[config.mk]
export PLATFORM = sky130hd
export DESIGN_NAME = ptr_seq_ctrl
export DESIGN_NICKNAME = d
export VERILOG_FILES = /design/src/rtl/ptr_seq_ctrl.sv
export SDC_FILE = /design/constraint.sdc
export NUM_CORES = 1
export LEC_CHECK = 0
export CAP_MARGIN = 20
export CORE_UTILIZATION = 30
export CTS_BUF_LIST = sky130_fd_sc_hd__clkbuf_4
export DETAILED_ROUTE_END_ITERATION = 10
export DONT_BUFFER_PORTS = 1
export PLACE_DENSITY_LB_ADDON = 0.2
export SYNTH_ARGS = -nofsm -noshare
export SYNTH_HDL_FRONTEND = slang
export SYNTH_SLANG_ARGS = --single-unit
[constraint.sdc]
create_clock -name Clk -period 5.6 [get_ports Clk]
set_clock_uncertainty 0.15 [all_clocks]
set_input_delay 0.84 -clock Clk [delete_from_list [all_inputs] [get_ports Clk]]
set_output_delay 0.84 -clock Clk [all_outputs]
set_load 0.01 [all_outputs]
[src/rtl/ptr_seq_ctrl.sv]
// ---------------------------------------------------------------------------
// ptr_seq_ctrl
// Sequencer that sits directly in front of a base/increment pointer register.
// It pulses the register's INC input to walk Len element addresses, pulses its
// RST input to rewind to the base between passes, repeats for Reps passes and
// then emits a one-cycle Done. The base value itself is loaded elsewhere.
//
// Ports
//   Clk     in   1   clock, all state updates on rising edge
//   RST     in   1   synchronous active-high block reset
//   Start   in   1   request a new sequence (only honoured in IDLE)
//   Len     in   CW  elements per pass, captured on an accepted Start
//   Reps    in   CW  number of passes, captured on an accepted Start
//   Stall   in   1   consumer not ready, freezes the sweep
//   Abort   in   1   cancel the active sequence
//   PtrInc  out  1   advance the pointer at this edge
//   PtrRst  out  1   reload the pointer base at this edge
//   Valid   out  1   pointer holds a live element address this cycle
//   Busy    out  1   a sequence is in progress
//   Done    out  1   single-cycle pulse on normal completion
//   Idx     out  CW  element index within the current pass
//   Pass    out  CW  current pass number, 0-based
//
// PtrInc/PtrRst/Valid/Done are decoded combinationally from the state
// register, Stall, Abort and Idx so the pointer moves on the same edge the
// sequencer decides to move; Busy, Idx and Pass come straight from registers.
// ---------------------------------------------------------------------------
module ptr_seq_ctrl #(
    parameter int CW = 8
) (
    input  logic          Clk,
    input  logic          RST,
    input  logic          Start,
    input  logic [CW-1:0] Len,
    input  logic [CW-1:0] Reps,
    input  logic          Stall,
    input  logic          Abort,
    output logic          PtrInc,
    output logic          PtrRst,
    output logic          Valid,
    output logic          Busy,
    output logic          Done,
    output logic [CW-1:0] Idx,
    output logic [CW-1:0] Pass
);

    typedef enum logic [1:0] {
        ST_IDLE   = 2'd0,
        ST_RUN    = 2'd1,
        ST_REWIND = 2'd2,
        ST_DONE   = 2'd3
    } state_t;

    localparam logic [CW-1:0] ZERO = {CW{1'b0}};
    localparam logic [CW-1:0] ONE  = {{(CW-1){1'b0}}, 1'b1};

    state_t        r_state;
    logic [CW-1:0] r_idx;
    logic [CW-1:0] r_pass;
    logic [CW-1:0] r_len;
    logic [CW-1:0] r_reps;

    state_t        w_state_nxt;
    logic [CW-1:0] w_idx_nxt;
    logic [CW-1:0] w_pass_nxt;
    logic [CW-1:0] w_len_nxt;
    logic [CW-1:0] w_reps_nxt;
    logic          w_ptr_inc;
    logic          w_ptr_rst;
    logic          w_valid;
    logic          w_done;
    logic          w_last_idx;
    logic          w_last_pass;

    // Latched Len/Reps are never zero while in RUN, so the subtraction cannot wrap there.
    assign w_last_idx  = (r_idx  == (r_len  - ONE));
    assign w_last_pass = (r_pass == (r_reps - ONE));

    // State and counter registers with synchronous block reset.
    always_ff @(posedge Clk) begin
        if (RST) begin
            r_state <= ST_IDLE;
            r_idx   <= ZERO;
            r_pass  <= ZERO;
            r_len   <= ZERO;
            r_reps  <= ZERO;
        end else begin
            r_state <= w_state_nxt;
            r_idx   <= w_idx_nxt;
            r_pass  <= w_pass_nxt;
            r_len   <= w_len_nxt;
            r_reps  <= w_reps_nxt;
        end
    end

    // Next-state, counter update and pointer-control decode.
    always_comb begin
        w_state_nxt = r_state;
        w_idx_nxt   = r_idx;
        w_pass_nxt  = r_pass;
        w_len_nxt   = r_len;
        w_reps_nxt  = r_reps;
        w_ptr_inc   = 1'b0;
        w_ptr_rst   = 1'b0;
        w_valid     = 1'b0;
        w_done      = 1'b0;

        case (r_state)
            ST_IDLE: begin
                if (Start) begin
                    w_idx_nxt  = ZERO;
                    w_pass_nxt = ZERO;
                    if ((Len != ZERO) && (Reps != ZERO)) begin
                        w_len_nxt   = Len;
                        w_reps_nxt  = Reps;
                        w_state_nxt = ST_RUN;
                    end else begin
                        // Empty sequence: report completion without touching the pointer.
                        w_state_nxt = ST_DONE;
                    end
                end else begin
                    w_state_nxt = ST_IDLE;
                end
            end

            ST_RUN: begin
                // The address is live whenever the consumer is ready, even on an aborting edge.
                w_valid = !Stall;
                if (Abort) begin
                    w_ptr_rst   = 1'b1;
                    w_idx_nxt   = ZERO;
                    w_pass_nxt  = ZERO;
                    w_state_nxt = ST_IDLE;
                end else if (Stall) begin
                    w_state_nxt = ST_RUN;
                end else if (!w_last_idx) begin
                    w_ptr_inc   = 1'b1;
                    w_idx_nxt   = r_idx + ONE;
                    w_state_nxt = ST_RUN;
                end else if (!w_last_pass) begin
                    // Last element of a non-final pass: rewind rather than step past the end.
                    w_pass_nxt  = r_pass + ONE;
                    w_state_nxt = ST_REWIND;
                end else begin
                    w_state_nxt = ST_DONE;
                end
            end

            ST_REWIND: begin
                w_ptr_rst = 1'b1;
                w_idx_nxt = ZERO;
                if (Abort) begin
                    w_pass_nxt  = ZERO;
                    w_state_nxt = ST_IDLE;
                end else begin
                    w_state_nxt = ST_RUN;
                end
            end

            ST_DONE: begin
                w_state_nxt = ST_IDLE;
                if (Abort) begin
                    w_ptr_rst  = 1'b1;
                    w_idx_nxt  = ZERO;
                    w_pass_nxt = ZERO;
                end else begin
                    w_done = 1'b1;
                end
            end

            default: begin
                w_state_nxt = ST_IDLE;
                w_idx_nxt   = ZERO;
                w_pass_nxt  = ZERO;
            end
        endcase
    end

    assign PtrInc = w_ptr_inc;
    assign PtrRst = w_ptr_rst;
    assign Valid  = w_valid;
    assign Done   = w_done;
    assign Busy   = (r_state != ST_IDLE);
    assign Idx    = r_idx;
    assign Pass   = r_pass;

endmodule
==> results of run 1 <==
power by group through the flow:
stage	logic [mW]	clock network, mW	registers, mW
after floorplan	0.0709	0	0.264
after global placement	0.0785	0	0.269
after detailed placement	0.0786	0	0.269
after CTS	0.0789	0.146	0.263
after global routing	0.0883	0.158	0.265
final	0.0781	0.139	0.263
critical path: cells and delay by family (launching register included):
kind            cells  cell delay (ps)
compound gates      3              470
xor+xnor            1              180
fa+ha+maj           1              310
buf+inv             1               70
flops               1              470
simple gates        1              530
sequential cells by signal, indices dropped and copies added (netlist names):
signal,flops
r_state,2
r_reps,8
Pass,8
Idx,8
r_len,8
cell families after synthesis:
logic type,after synthesis,synth area share (%)
adder cells (fa/ha/maj),4,2.508
buffers and inverters,16,3.135
XOR/XNOR,25,10.97
AND/OR/NAND/NOR,101,25.27
flip-flops,34,34.11
multiplexers,17,8.589
AO/OA/AOI/OAI,44,15.42
layout make-up:
| type | instances | area, um2 |
|---|---|---|
| Clock buffer | 7 | 52.55 |
| Sequential cell | 34 | 680.7 |
| Inverter | 7 | 26.28 |
| Multi-Input combinational cell | 191 | 1252 |
| Tap cell | 77 | 96.34 |
| Fill cell | 694 | 4278 |
worst max-delay path by stage:
stage | start | to | slack [ps] | cells past startpoint
global route | r_len[0]$_SDFFE_PP0P_ | PtrInc | 2040 | 7
floorplan | r_len[0]$_SDFFE_PP0P_ | Pass[6]$_SDFFE_PP0P_ | 2650 | 13
finish | r_len[0]$_SDFFE_PP0P_ | PtrInc | 2250 | 7
detailed placement | r_len[0]$_SDFFE_PP0P_ | Pass[6]$_SDFFE_PP0P_ | 2520 | 10
CTS | r_len[0]$_SDFFE_PP0P_ | PtrInc | 2240 | 7
global placement | r_len[0]$_SDFFE_PP0P_ | Pass[4]$_SDFFE_PP0P_ | 2620 | 10
synthesized netlist by cell type (all sizes together) (4+ instances only):
cell type,n
xnor2,16
nor3,7
ha,4
dfxtp,34
nand3,12
o21ai,9
nand2b,4
mux2i,16
a21oi,12
nor2,40
xor2,9
clkbuf,8
inv,7
nor4,6
or3,7
nand2,11
through the flow:
stage / instance area, um2 / setup WS, ps / hold WS (ps) / cells / utilization [%]
global route: 2108 / 2036 / 368.1 / 316 / 33.01
detailed placement: 2056 / 2519 / 362.9 / 309 / 32.19
CTS: 2108 / 2236 / 388.6 / 316 / 33.01
floorplan: 1996 / 2649 / 334.0 / 241 / -
global placement: 2056 / 2620 / 353.7 / 309 / 32.19
finish: 2108 / 2247 / 385.3 / 316 / 33.01
layer usage:
metal	track usage, %	vias up	wire (um)
li1	-	851	-
met1	18.23	776	2240
met2	20.18	44	1960
met3	4.748	9	289
met4	7.088	0	112
met5	0	-	0
==> impl_metrics.csv, run 1 <==
group,metric,value,unit
status,status,"finished, final reports clean",
synthesis,ys_ff_latch,34,
timing,period_needed,3353,ps
worst_setup_path,end_kind,"output port",
floorplan,pin_count,42,
synthesis,syn_inst,241,
worst_setup_path,crit_type,"register to output port",
placed_design,post-dp-hpwl,3519,um
worst_setup_path,reg2reg_from,"r_len[0]$_SDFFE_PP0P_",
floorplan,start_util,31.25,%
worst_setup_path,crit_path_start_kind,"register",
synthesis,synth_area_leaders,"dfxtp_1, mux2i_1, nor2_1",
worst_setup_path,cp_cell_sequence,"inv_1 -> ha_1 -> xnor2_1 -> a221oi_1 -> a41oi_1 -> a211oi_4 -> nor3_1",
floorplan,dieArea,0.006982,mm2
worst_setup_path,required,4610,ps
final_layout,drive_gt1_share,5.021,%
worst_setup_path,slowest_delay,530,ps
power_and_ir_drop,power_frac_comb,16.3,%
synthesis,yosysTopAreaCell,"dfxtp_1",
final_layout,mostFrequentLayoutCells,"nor2_1, dfxtp_1, xnor2_1, mux2i_1",
worst_setup_path,critPathMaxFanout,8,
synthesis,syn_area,0.001996,mm2
min_path,hold-path-cell-count,2,
floorplan,row_count,29,
clock_tree,cts-root-buf,"clkbuf_4",
drt,first_iter_violations,67,
power_and_ir_drop,p_clk_share,29.0,%
timing,drv_slew,0,
clock_tree,cts_resized,0,
drt,detail_route.vias_per_cell,5.316,
clock_tree,cts_max_path_buffers,2,
timing,max_freq,298.3,MHz
worst_setup_path,r2r_end,"Pass[6]$_SDFFE_PP0P_",
synthesis,ys_types,47,
timing,rsz0062_at_grt,"no",
global_routing,grt_pass1_wl,7776,um
synthesis,synth_flop_cell,"dfxtp_1",
floorplan,fp.dieW,83.56,um
synthesis,syn_avg_cell_area,8.281,um2
global_routing,grt_pass1_vias,1569,
final_layout,final_common_cell,"nor2_1",
drt,wl_per_cell,14.56,um
power_and_ir_drop,p_sw_share,28.20,%
timing,hold_violations,0,
global_routing,grt_usage,13.92,%
min_path,hp-start,"r_reps[7]$_SDFFE_PP0P_",
placed_design,port_buffers,0,
drt,firstDrtPassIters,4,
floorplan,die_h,83.56,um
final_layout,diodes,0,
clock_tree,clk_pin_slew,100,ps
power_and_ir_drop,pwr-share-seq,54.7,%
clock_tree,htree_levels,2,
synthesis,synth_edf_count,0,
clock_tree,clock_latency,340,ps
power_and_ir_drop,vdd.ir_drop.worst,0.00006250,V
worst_setup_path,critPathSlowestCell,"nor3_1",
timing,slew-limit-headroom,33.00,%
clock_tree,cts_sinks,34,
synthesis,synth_top_area_share,34.11,%
drt,vias,1680,
worst_setup_path,rrSetupSlack,2530,ps
synthesis,mappedNetlistNets,266,
final_layout,area_growth,5.643,%
synthesis,synth-seq-area-share,34.11,%
drt,drc,0,
clock_tree,cts-hold-fix-buffers,0,
placed_design,gp_congestion,0.7576,
timing,tightest_slew,1002,ps
global_routing,grt_max_degree,25,
flow_run,drv_cap,0,
power_and_ir_drop,switchingPower,0.1354,mW
synthesis,synth_async_sr_flop_share,0,%
global_routing,antenna_found_initial,0,
clock_tree,tritoncts,"done",
worst_setup_path,cp.arrival,2360,ps
power_and_ir_drop,total_power,0.4802,mW
min_path,holdPathEnd,"r_reps[7]$_SDFFE_PP0P_",
timing,final-setup-viol-count,0,
worst_setup_path,worst_r2r_path_depth,10,
floorplan,core_area,0.006386,mm2
power_and_ir_drop,power.density,227.8,mW/mm2
drt,totalWireLength,4602,um
global_routing,gr-total-overflow,0,
clock_tree,numCtsBuffers,5,
synthesis,synth_warnings,0,
final_layout,nets,264,
timing,finalCritPeriodShare,59.87,%
drt,ant_nets,0,
min_path,hp-class,"register to register",
power_and_ir_drop,power.leakage,0.7876,nW
clock_tree,cts_setup_buffers,0,
power_and_ir_drop,intPower,0.3448,mW
timing,tns,0,ps
Note: power is estimated with default switching activity, not from simulation.
==> run 2, diff against run 1 <==
==> constraint.sdc (replaced) <==
create_clock -name Clk -period 2.7 [get_ports Clk]
set_clock_uncertainty 0.15 [all_clocks]
set_input_delay 0.405 -clock Clk [delete_from_list [all_inputs] [get_ports Clk]]
set_output_delay 0.405 -clock Clk [all_outputs]
set_load 0.01 [all_outputs]
==> impl_metrics.csv, run 2 (synthesis gave the netlist of run 1 again) <==
group,metric,value,unit
status,status,"finished, final reports clean",
final_layout,diodes,0,
worst_setup_path,cp.arrival,2030,ps
clock_tree,clk_pin_slew,120,ps
drt,vias,1750,
timing,slew-limit-headroom,40.42,%
clock_tree,cts_sinks,34,
drt,ant_nets,0,
min_path,hp-start,"Reps[0]",
worst_setup_path,critPathLaunch,"r_len[4]$_SDFFE_PP0P_",
placed_design,pre_cts_ws,100.4,ps
timing,drv_slew,0,
final_layout,nets,283,
worst_setup_path,end_kind,"output port",
final_layout,ff_latch_area,689.4,um2
global_routing,antenna_found_initial,0,
clock_tree,clock_latency,340,ps
min_path,hp-class,"input pin to register",
global_routing,gr-total-overflow,0,
timing,max_freq,386.7,MHz
floorplan,row_count,29,
worst_setup_path,critPathSlowestCell,"dfxtp_4",
worst_setup_path,critPathMaxFanout,5,
timing,timing.hold.ws,55.21,ps
power_and_ir_drop,power.leakage,0.9256,nW
timing,rsz0062_at_grt,"no",
timing,period_needed,2586,ps
flow_run,drv_cap,0,
timing,tns,0,ps
worst_setup_path,required,2140,ps
drt,totalWireLength,5061,um
global_routing,grt_usage,14.60,%
floorplan,fp.dieW,83.56,um
timing,finalCritPeriodShare,95.78,%
final_layout,area_growth,20.13,%
global_routing,grt_pass1_vias,1684,
worst_setup_path,crit_type,"register to output port",
worst_setup_path,crit_path_start_kind,"register",
floorplan,die_h,83.56,um
drt,detail_route.vias_per_cell,5.208,
placed_design,post-dp-hpwl,3762,um
drt,wl_per_cell,15.06,um
floorplan,core_area,0.006386,mm2
timing,tightest_slew,890.8,ps
placed_design,port_buffers,0,
final_layout,mostFrequentLayoutCells,"nor2_1, dfxtp_1, xnor2_1, mux2i_1, buf_4",
global_routing,grt_max_degree,23,
timing,setup_slack,114.1,ps
timing,final-setup-viol-count,0,
floorplan,pin_count,42,
final_layout,final_cells,336,
clock_tree,cts_max_path_buffers,2,
floorplan,dieArea,0.006982,mm2
worst_setup_path,cp_cell_sequence,"nor4_4 -> nand2_1 -> o31a_1 -> a211oi_4 -> buf_6 -> nor3_4 -> buf_6",
placed_design,gp_congestion,0.7318,
final_layout,final_common_cell,"nor2_1",
drt,drc,0,
placed_design,placed_cells,324,
power_and_ir_drop,vdd.ir_drop.worst,0.0002362,V
clock_tree,tritoncts,"done",
worst_setup_path,reg2reg_from,"r_len[4]$_SDFFE_PP0P_",
final_layout,num-fill-cells,676,
final_layout,drive_gt1_share,18.15,%
clock_tree,numCtsBuffers,5,
drt,first_iter_violations,81,
timing,hold_violations,0,
floorplan,start_util,31.25,%
power_and_ir_drop,power.density,507.8,mW/mm2
final_layout,multi_input_area,0.001339,mm2
global_routing,grt_pass1_wl,8286,um
clock_tree,htree_levels,2,
worst_setup_path,cp_common_cell,"buf_6",
worst_setup_path,slowest_delay,380,ps
clock_tree,cts-root-buf,"clkbuf_4",
drt,firstDrtPassIters,4,
run 2: cell types whose count changed in the layout (fill, tap and decap cells not counted), moves of 2 or more:
cell | before | now
dfxtp_2 | 0 | 4
clkbuf_4 | 7 | 5
nor3_2 | 0 | 2
buf_6 | 0 | 2
buf_4 | 0 | 15
nor3_1 | 7 | 4
inv_2 | 0 | 2
inv_1 | 7 | 5
bufinv_16 | 0 | 2
dfxtp_1 | 34 | 29
run 2: worst max-delay path: cells and delay by family, from the launching register on:
family          cells  cell delay (ps)
buf+inv             2              280
simple gates        3              520
flops               1              380
compound gates      2              530
run 2: through the flow:
step                total power [mW]  instance area (um2)  utilization [%]
floorplan                     0.7103                 2051                -
global placement              0.7374                 2198            34.42
detailed placement            0.7388                 2198            34.42
CTS                            1.215                 2332            36.52
global route                   1.277                 2397            37.54
finish                         1.217                 2397            37.54
run 2: report_power, final:
| group | internal, mW | leakage (nW) | total (mW) | switching (mW) |
|---|---|---|---|---|
| Clock | 0.285 | 0.0528 | 0.467 | 0.182 |
| Combinational | 0.0996 | 0.594 | 0.208 | 0.109 |
| Sequential | 0.519 | 0.279 | 0.542 | 0.0226 |
run 2: cell type report:
type                    instances  area share, %
multi-input cells             192          55.85
inverters                       7          1.096
well taps                      77          4.019
clock inverters                 3          2.662
flip-flops and latches         34          28.76
clock buffers                   5          1.566
repair buffers                 18          6.054
run 2: timing repair:
item | CTS | global route
pin swaps | 2 | 11
setup endpoints to repair | 1 | 11
endpoints found under the hold margin | 22 | 0
gates cloned | 0 | 1
buffers inserted | 1 | 1
resized for setup | 3 | 16
hold buffers | 1 | 0
run 2: worst paths after layout:
kind	to	slack, ps	cells after the start
setup / recovery	PtrInc	110	7
hold / removal	r_reps[0]$_SDFFE_PP0P_	60	2
setup reg to reg	Pass[5]$_SDFFE_PP0P_	120	9
hold reg to reg	r_reps[7]$_SDFFE_PP0P_	400	2
run 2: metal layers:
metal	wire, um	up-vias	GRT usage, %
met3	189	6	3.462
met1	2503	821	19.31
met2	2300	31	23.65
met4	67	0	4.160
li1	-	892	-
met5	0	-	0
==> run 3, diff against run 2 <==
--- a/config.mk
+++ b/config.mk
@@ -5,12 +5,14 @@
 export SDC_FILE = /design/constraint.sdc
 export NUM_CORES = 1
 export LEC_CHECK = 0
+export ABC_AREA = 1
 export CAP_MARGIN = 20
 export CORE_UTILIZATION = 30
 export CTS_BUF_LIST = sky130_fd_sc_hd__clkbuf_4
 export DETAILED_ROUTE_END_ITERATION = 10
 export DONT_BUFFER_PORTS = 1
 export PLACE_DENSITY_LB_ADDON = 0.2
+export SETUP_SLACK_MARGIN = 0.3
 export SYNTH_ARGS = -nofsm -noshare
 export SYNTH_HDL_FRONTEND = slang
 export SYNTH_SLANG_ARGS = --single-unit
==> impl_metrics.csv, run 3 <==
group,metric,value,unit
status,status,"finished, final reports clean",
floorplan,fp.dieW,88.28,um
synthesis,mappedNetlistNets,380,
clock_tree,cts_sinks,34,
worst_setup_path,reg2reg_from,"r_len[0]$_SDFFE_PP0P_",
floorplan,core_area,0.007214,mm2
drt,totalWireLength,6002,um
synthesis,ys_ff_latch,34,
worst_setup_path,critPathSlowestCell,"dfxtp_2",
final_layout,area_growth,11.20,%
timing,final-setup-viol-count,0,
placed_design,post_dp_cell_area,0.002342,mm2
flow_run,drv_cap,0,
min_path,hp-start,"Len[5]",
clock_tree,htree_levels,2,
synthesis,synth_area_leaders,"dfxtp_1, nand2_1, nand3_1",
timing,drv_slew,0,
clock_tree,numCtsBuffers,5,
global_routing,grt_max_degree,20,
timing,hold_violations,0,
floorplan,pin_count,42,
global_routing,use_met1,19.53,%
power_and_ir_drop,total_power,1.102,mW
synthesis,syn_inst,355,
global_routing,busiest_layer,"met2",
clock_tree,cts-root-buf,"clkbuf_4",
synthesis,ys_top_cells_by_count,"nand2_1, inv_1, nor2_1, nand3_1, dfxtp_1",
power_and_ir_drop,power.leakage,1.060,nW
timing,rsz0062_at_grt,"yes",
drt,firstDrtPassIters,4,
synthesis,syn_avg_cell_area,6.291,um2
timing,finalCritPeriodShare,87.77,%
min_path,holdPathEnd,"r_len[5]$_SDFFE_PP0P_",
final_layout,fin_area,0.002484,mm2
global_routing,grt_pass1_vias,2078,
global_routing,grt_usage,16.29,%
power_and_ir_drop,power.density,443.8,mW/mm2
worst_setup_path,crit_path_start_kind,"register",
worst_setup_path,slowest_delay,370,ps
final_layout,num-fill-cells,836,
synthesis,synth-seq-area-share,30.48,%
synthesis,synth_flop_cell,"dfxtp_1",
drt,ant_nets,0,
global_routing,antenna_found_initial,0,
placed_design,gp_congestion,0.7850,
clock_tree,clk_pin_slew,100,ps
drt,drc,0,
drt,first_iter_violations,78,
min_path,hp-class,"input pin to register",
clock_tree,cts_max_path_buffers,2,
worst_setup_path,cp.arrival,1810,ps
power_and_ir_drop,vdd.ir_drop.worst,0.0002257,V
min_path,hold-path-cell-count,2,
final_layout,final_common_cell,"nand2_1",
placed_design,port_buffers,0,
timing,slew-limit-headroom,43.75,%
drt,wl_per_cell,12.96,um
worst_setup_path,cp_cell_sequence,"inv_4 -> ha_4 -> inv_2 -> nand2_1 -> nand2_1 -> nor2_1 -> nand3_1 -> nor2_2 -> and2_4 -> nand3_2 -> nand2_2 -> inv_2",
clock_tree,clock_latency,340,ps
synthesis,synth.most_common_cell,"nand2_1",
timing,period_needed,2370,ps
timing,max_freq,422.0,MHz
global_routing,gr-total-overflow,0,
worst_setup_path,critPathMaxFanout,3,
synthesis,syn_area,0.002233,mm2
global_routing,grt_pass1_wl,9625,um
synthesis,yosysTopAreaCell,"dfxtp_1",
global_routing,met3_usage,4.571,%
final_layout,drive_gt1_share,12.91,%
placed_design,post-dp-hpwl,4501,um
floorplan,row_count,31,
final_layout,nets,390,
worst_setup_path,rrSetupSlack,390,ps
floorplan,start_util,30.96,%
floorplan,die_h,88.28,um
worst_setup_path,worst_r2r_path_depth,16,
floorplan,dieArea,0.007793,mm2
drt,detail_route.vias_per_cell,4.806,
worst_setup_path,crit_type,"register to output port",
timing,tightest_slew,843.7,ps
final_layout,mostFrequentLayoutCells,"nand2_1, nor2_1, inv_1",
synthesis,synth_async_sr_flop_share,0,%
synthesis,ys_types,31,
worst_setup_path,required,2140,ps
drt,vias,2225,
synthesis,synth_top_area_share,30.48,%
worst_setup_path,end_kind,"output port",
global_routing,gr-usage-met2,27.97,%
synthesis,synth_warnings,0,
final_layout,diodes,0,
synthesis,synth_edf_count,0,
timing,tns,0,ps
clock_tree,tritoncts,"done",
worst_setup_path,r2r_end,"Idx[2]$_SDFFE_PP0P_",
==> run 3: timing repair <==
| action | CTS | global route |
|---|---|---|
| setup buffers | 3 | 4 |
| gates resized for setup | 7 | 8 |
| hold endpoints to repair | 19 | 0 |
| hold buffers | 1 | 0 |
| pin swaps | 5 | 7 |
| endpoints found under the setup margin | 1 | 7 |
==> run 3: worst max-delay path by stage <==
stage,slack (ps),end,cells past startpoint,start
after floorplan,750,PtrInc,12,r_len[0]$_SDFFE_PP0P_
after global placement,500,Pass[7]$_SDFFE_PP0P_,15,r_len[1]$_SDFFE_PP0P_
after detailed placement,480,Pass[7]$_SDFFE_PP0P_,15,r_len[0]$_SDFFE_PP0P_
after CTS,300,PtrInc,12,r_len[0]$_SDFFE_PP0P_
after global routing,210,PtrInc,12,r_len[0]$_SDFFE_PP0P_
final,330,PtrInc,12,r_len[0]$_SDFFE_PP0P_
==> run 3: logic make-up after synthesis <==
kind of cell               Yosys count  share of synthesized area [%]
and+or+nand+nor                    197                          38.82
buffers and inverters               54                          9.748
adders and majority gates            4                          2.241
AOI/OAI and AO/OA                   49                          11.71
xor gates and xnor gates            17                          7.003
DFF                                 34                          30.48
==> run 3: layout make-up <==
type / instances / area (um2) / share of cell area (%)
inverters: 44 / 167.7 / 6.751
multi-input cells: 267 / 1365 / 54.96
clock inverters: 1 / 3.754 / 0.1511
repair buffers: 13 / 100.1 / 4.030
well taps: 99 / 123.9 / 4.987
flip-flops and latches: 34 / 685.7 / 27.61
clock buffers: 5 / 37.54 / 1.511
==> run 3: metal layers <==
metal,routed length (um),part of all wire [%]
met1,2689,45
met2,2896,48
met3,347,5.8
met4,68,1.1
met5,0,0
==> run 3: power breakdown <==
group / internal (mW) / leakage, nW / switching, mW
Sequential: 0.526 / 0.280 / 0.0273
Combinational: 0.107 / 0.756 / 0.179
Clock: 0.0891 / 0.0246 / 0.174
Total: 0.722 / 1.06 / 0.380
==> run 3: stage by stage <==
step	utilization, %	setup slack (ps)	std cells	hold WS (ps)
final	34.43	330.1	463	76.68
after global routing	34.43	210.2	463	62.08
after CTS	33.77	303.0	459	69.87
after detailed placement	32.47	484.2	449	318.8
after global placement	32.47	500.9	449	312.7
after floorplan	-	752.1	355	297.3
==> run 3: worst max-delay path: cells and delay by family, from the launching register on <==
kind	cells	cell delay, ps
DFF	1	370
buffers and inverters	3	140
adders and majority gates	1	270
and+or+nand+nor	8	710
